==> config.mk <==
export PLATFORM = sky130hd
export DESIGN_NAME = serial_word_rx
export DESIGN_NICKNAME = d
export VERILOG_FILES = /design/src/rtl/fir_serial_pkg.sv /design/src/rtl/serial_shift_reg.sv /design/src/rtl/serial_word_rx.sv
export SDC_FILE = /design/constraint.sdc
export NUM_CORES = 1
export LEC_CHECK = 0
export BUFFER_PORTS_ARGS = -buffer_cell sky130_fd_sc_hd__buf_2
export CAP_MARGIN = 10
export CORE_MARGIN = 4
export CORE_UTILIZATION = 60
export DETAILED_ROUTE_END_ITERATION = 8
export PLACE_DENSITY = 0.82
export SYNTH_ARGS = -nofsm -noshare
export SYNTH_HDL_FRONTEND = slang
export SYNTH_SLANG_ARGS = --single-unit
export TNS_END_PERCENT = 50
==> constraint.sdc <==
create_clock -name i_clk -period 4.4 [get_ports i_clk]
set_input_delay 0.88 -clock i_clk [delete_from_list [all_inputs] [get_ports i_clk]]
set_output_delay 0.88 -clock i_clk [all_outputs]
set_load 0.1 [all_outputs]
==> src/rtl/fir_serial_pkg.sv <==
`default_nettype none
// ============================================================================
// Module  : fir_serial_pkg
// Brief   : Shared types and helpers for the FIR serial word link.
// Revision: 1.0 - initial release
// ============================================================================
package fir_serial_pkg;

   localparam int c_DEFAULT_DATA_WIDTH = 24;

   typedef enum logic [0:0] {
      ST_RX    = 1'b0,
      ST_STALL = 1'b1
   } rx_state_e;

   // Bit counter width; never below one bit so single-bit words still elaborate.
   function automatic int cnt_width(input int data_width);
      return (data_width > 1) ? $clog2(data_width) : 1;
   endfunction

endpackage : fir_serial_pkg
`default_nettype wire

==> src/rtl/serial_shift_reg.sv <==
`default_nettype none
// ============================================================================
// Module  : serial_shift_reg
// Brief   : Indexed bit-write collector for serial words, selectable bit order.
// Revision: 1.0 - initial release
// ============================================================================
module serial_shift_reg
   import fir_serial_pkg::*;
#(
   parameter int DATA_WIDTH = c_DEFAULT_DATA_WIDTH,
   parameter bit LSB_FIRST  = 1'b1,
   parameter int CNT_W      = cnt_width(DATA_WIDTH)
) (
   input  logic                  i_clk,
   input  logic                  i_rst_n,
   input  logic                  i_wr_en,
   input  logic [CNT_W-1:0]      i_bit_idx,
   input  logic                  i_bit,
   output logic [DATA_WIDTH-1:0] o_shift,
   output logic [DATA_WIDTH-1:0] o_shift_nxt
);

   logic [CNT_W-1:0]      w_pos;
   logic [DATA_WIDTH-1:0] r_shift;

   generate
      if (LSB_FIRST) begin : g_lsb_first
         assign w_pos = i_bit_idx;
      end else begin : g_msb_first
         assign w_pos = CNT_W'(DATA_WIDTH - 1) - i_bit_idx;
      end
   endgenerate

   // Next value is exported so the owner can capture a word including its final bit.
   always_comb begin
      o_shift_nxt = r_shift;
      if (i_wr_en) begin
         o_shift_nxt[w_pos] = i_bit;
      end
   end

   always_ff @(posedge i_clk or negedge i_rst_n) begin
      if (!i_rst_n) begin
         r_shift <= '0;
      end else begin
         r_shift <= o_shift_nxt;
      end
   end

   assign o_shift = r_shift;

endmodule : serial_shift_reg
`default_nettype wire

==> src/rtl/serial_word_rx.sv <==
`default_nettype none
// ============================================================================
// Module  : serial_word_rx
// Brief   : Bit-serial to parallel word receiver with one-word holding register.
// Revision: 1.0 - initial release
// ============================================================================
module serial_word_rx
   import fir_serial_pkg::*;
#(
   parameter int DATA_WIDTH = c_DEFAULT_DATA_WIDTH,
   parameter bit LSB_FIRST  = 1'b1
) (
   input  logic                  i_clk,
   input  logic                  i_rst_n,
   input  logic                  i_en,
   input  logic                  i_din,
   input  logic                  i_din_valid,
   output logic                  o_ready,
   output logic [DATA_WIDTH-1:0] o_word,
   output logic                  o_word_valid,
   input  logic                  i_word_ready,
   output logic                  o_overrun
);

   localparam int               CNT_W      = cnt_width(DATA_WIDTH);
   localparam logic [0:0]       c_ST_RX    = ST_RX;
   localparam logic [0:0]       c_ST_STALL = ST_STALL;
   localparam logic [CNT_W-1:0] c_CNT_LAST = CNT_W'(DATA_WIDTH - 1);

   logic [0:0]            r_state;
   logic [CNT_W-1:0]      r_cnt;
   logic [DATA_WIDTH-1:0] r_word;
   logic                  r_word_valid;
   logic                  r_overrun;

   logic                  w_in_rx;
   logic                  w_accept;
   logic                  w_last;
   logic                  w_drain;
   logic [DATA_WIDTH-1:0] w_shift;
   logic [DATA_WIDTH-1:0] w_shift_nxt;

   assign w_in_rx  = (r_state == c_ST_RX);
   assign w_accept = i_en & i_din_valid & w_in_rx;
   assign w_last   = w_accept & (r_cnt == c_CNT_LAST);
   assign w_drain  = r_word_valid & i_word_ready;

   serial_shift_reg #(
      .DATA_WIDTH (DATA_WIDTH),
      .LSB_FIRST  (LSB_FIRST),
      .CNT_W      (CNT_W)
   ) u_shift (
      .i_clk       (i_clk),
      .i_rst_n     (i_rst_n),
      .i_wr_en     (w_accept),
      .i_bit_idx   (r_cnt),
      .i_bit       (i_din),
      .o_shift     (w_shift),
      .o_shift_nxt (w_shift_nxt)
   );

   always_ff @(posedge i_clk or negedge i_rst_n) begin
      if (!i_rst_n) begin
         r_state      <= c_ST_RX;
         r_cnt        <= '0;
         r_word       <= '0;
         r_word_valid <= 1'b0;
         r_overrun    <= 1'b0;
      end else if (i_en) begin
         case (r_state)
            c_ST_RX: begin
               if (w_last) begin
                  // A drain on the same edge frees the holding register for the new word.
                  if (!r_word_valid || i_word_ready) begin
                     r_word       <= w_shift_nxt;
                     r_word_valid <= 1'b1;
                     r_cnt        <= '0;
                  end else begin
                     r_state <= c_ST_STALL;
                  end
               end else begin
                  if (w_accept) begin
                     r_cnt <= r_cnt + CNT_W'(1);
                  end
                  if (w_drain) begin
                     r_word_valid <= 1'b0;
                  end
               end
            end
            c_ST_STALL: begin
               if (i_din_valid) begin
                  r_overrun <= 1'b1;
               end
               if (w_drain) begin
                  r_word  <= w_shift;
                  r_cnt   <= '0;
                  r_state <= c_ST_RX;
               end
            end
            default: begin
               r_state <= c_ST_RX;
            end
         endcase
      end
   end

   assign o_ready      = i_rst_n & w_in_rx;
   assign o_word       = r_word;
   assign o_word_valid = r_word_valid;
   assign o_overrun    = r_overrun;

endmodule : serial_word_rx
`default_nettype wire

==> results.toml <==
[status]
status = "completed"

[worst_setup_path]
r2r-end = "o_word[5]"
critical_path_required_ps = 4600
reg2reg_depth = 5
end_kind = "flop"
r2r_setup_slack_ps = 1900
path_class = "input pin to flop"
critPathSlowestCell = "a21oi_4"
cp_cell_sequence = "buf_2 -> and4b_1 -> nand2_4 -> a21oi_4 -> mux2_2"
slowest_delay_ps = 710
crit_arrival_ps = 2780
worst_setup_path_start_kind = "input pin"
r2r_start = "r_cnt[0]"
crit_start = "i_en"
critical_path_peak_fanout = 24

[route]
vias_per_cell = 5.52
wire_per_inst_um = 16.3
drt_iter0_markers = 115
ant_nets = 0
drt_wl_total_mm = 4.44
num_vias = 1506
first_pass_iters = 4
drc = 0

[grt]
overflow = 0
grt_pass1_vias = 1537
antenna_found_initial = 0
grt_pass1_wl_mm = 7.52
grtUsageTotal = 0.181
grt_max_degree = 57

[pwr]
internal_power_uw = 881
seqPwrFrac = 0.534
switching_share = 0.320
vdd_drop_max_uv = 288
power_leakage_uw = 0.00148
combPwrFrac = 0.236
p_clk_frac = 0.230
power_switching_uw = 414
power_density_mw_per_mm2 = 455

[synthesis]
ys_seq_area_frac = 0.533
ys_warn_count = 0
yosysUniqueCellTypes = 38
syn_nets = 205
synthCells = 195
async_reset_ff_frac = 1.00
synth-edff-count = 0
syn_area_per_cell_um2 = 13.5
syn_area_mm2 = 0.00263
synthFlopType = "dfrtp_1"
ys_ff_latch = 56

[sta]
setup_violations = 0
fin_crit_sh = 0.586
hold_violations = 0
maxSlewHeadroom = 0.413
slew_viol_final = 0
fmax_ghz = 0.388
whs_ps = 476
fin_worst_skew_ps = 5.92
period_needed_ps = 2580
rsz0062_at_grt = "false"
fin_tns_setup_ps = 0
worst_pin_slew_ps = 878

[hold_path]
min_path_cells = 1
hp-class = "flop to flop"
min_to = "o_overrun"
min_from = "o_overrun"

[floorplanning]
core_mm2 = 0.00412
die_w_um = 74.2
rows = 23
die_y_um = 74.2
initial_core_util = 0.639
pin_count = 33
die_area_mm2 = 0.00551

[final_layout]
insertedDiodeCount = 0
layout_commonest_cell = "dfrtp_1"
syn_to_final_growth_pct = 8.09
fin_area_mm2 = 0.00284
mostFrequentLayoutCells = "56 x dfrtp_1, 37 x mux2_2, 32 x buf_2"
instances_no_fill = 273
drive_gt1_frac = 0.462
nNetsFinal = 232

[clock_tree]
cts-root-buf = "clkbuf_8"
numClockSinks = 56
clkLatencyLatePin_ps = 310
postCtsHoldBufs = 0
cts_resized = 0
clk_pin_slew_worst_paths_ps = 100
cts_buffers = 5
clockBufferDepth = 2
cts_tree = "done"
post_cts_buffers = 0
htreeDepth = 2

[job]
cap_violations = 0

[place]
gp_congestion = 0.878
placed_area_mm2 = 0.00275
port_buffers = 32
dpl.hpwl_mm = 2.94
dp_cells = 265
-- metal layers --
metal | up-vias | track usage | part of all wire
met3 | 8 | 0.0365 | 0.034
li1 | 733 | - | -
met4 | 0 | 0.0684 | 0.022
met2 | 30 | 0.269 | 0.46
met1 | 735 | 0.264 | 0.48
met5 | - | 0 | 0
-- power groups by stage --
stage	Combinational [uW]	Sequential (uW)	Clock, uW
6_report	305	691	298
5_1_grt	335	708	322
4_1_cts	310	691	302
3_5_place_dp	308	701	0
3_3_place_gp	298	694	0
2_1_floorplan	261	690	0
-- per-stage QoR --
| step | power (uW) | util | setup slack (ps) |
|---|---|---|---|
| after floorplan | 951 | - | 2190 |
| final | 1290 | 0.691 | 1820 |
| after global placement | 992 | 0.667 | 1580 |
| after global routing | 1360 | 0.691 | 1720 |
| after CTS | 1300 | 0.691 | 1820 |
| after detailed placement | 1010 | 0.667 | 1480 |
-- sequential cells by signal, summed over array words and instances, names as in the netlist --
signal / count
r_cnt: 5
o_word: 24
r_state: 1
u_shift.o_shift: 24
o_word_valid: 1
o_overrun: 1
-- how the worst max path moves through the flow --
stage           endpoint  slack [ps]  cells after the start
4_1_cts        o_word[5]        1820                      5
3_3_place_gp   o_word[1]        1580                      5
2_1_floorplan    o_ready        2190                      1
5_1_grt        o_word[8]        1720                      5
6_report       o_word[5]        1820                      5
3_5_place_dp   o_word[5]        1480                      5
-- synth_stat cells (2+ instances only) --
master,count,area (um2)
a21oi_1,2,10.0
a31oi_1,2,12.5
and2b_2,2,17.5
and4b_1,2,20.0
and4b_2,2,22.5
buf_4,3,22.5
buf_6,7,78.8
clkbuf_1,2,7.51
dfrtp_1,56,1400
ha_1,4,50.1
inv_1,4,15.0
mux2_2,37,417
mux2_4,11,165
nand2_1,23,86.3
nand3_1,3,15.0
nand4b_1,3,26.3
nor2_1,4,15.0
nor3b_2,3,37.5
o21ai_0,6,30.0
-- area by class of cell --
class | instances | area (um2)
Clock buffer | 6 | 82.6
Tap cell | 50 | 62.6
Timing Repair Buffer | 33 | 168
Fill cell | 306 | 1270
Inverter | 4 | 15.0
Sequential cell | 56 | 1400
Multi-Input combinational cell | 122 | 1100
Clock inverter | 2 | 13.8
-- worst max-delay path, delay by kind of cell --
kind,cells,cell delay [ps]
compound gates,1,710
simple gates,2,550
mux,1,420
buf+inv,1,200
-- cell families after synthesis --
logic type / share of synthesized area
adders and majority gates: 0.0190
and+or+nand+nor: 0.129
muxes: 0.225
AOI/OAI and AO/OA: 0.0447
DFF: 0.533
buffers and inverters: 0.0490
No activity file was read; power rests on OpenSTA's default activity.
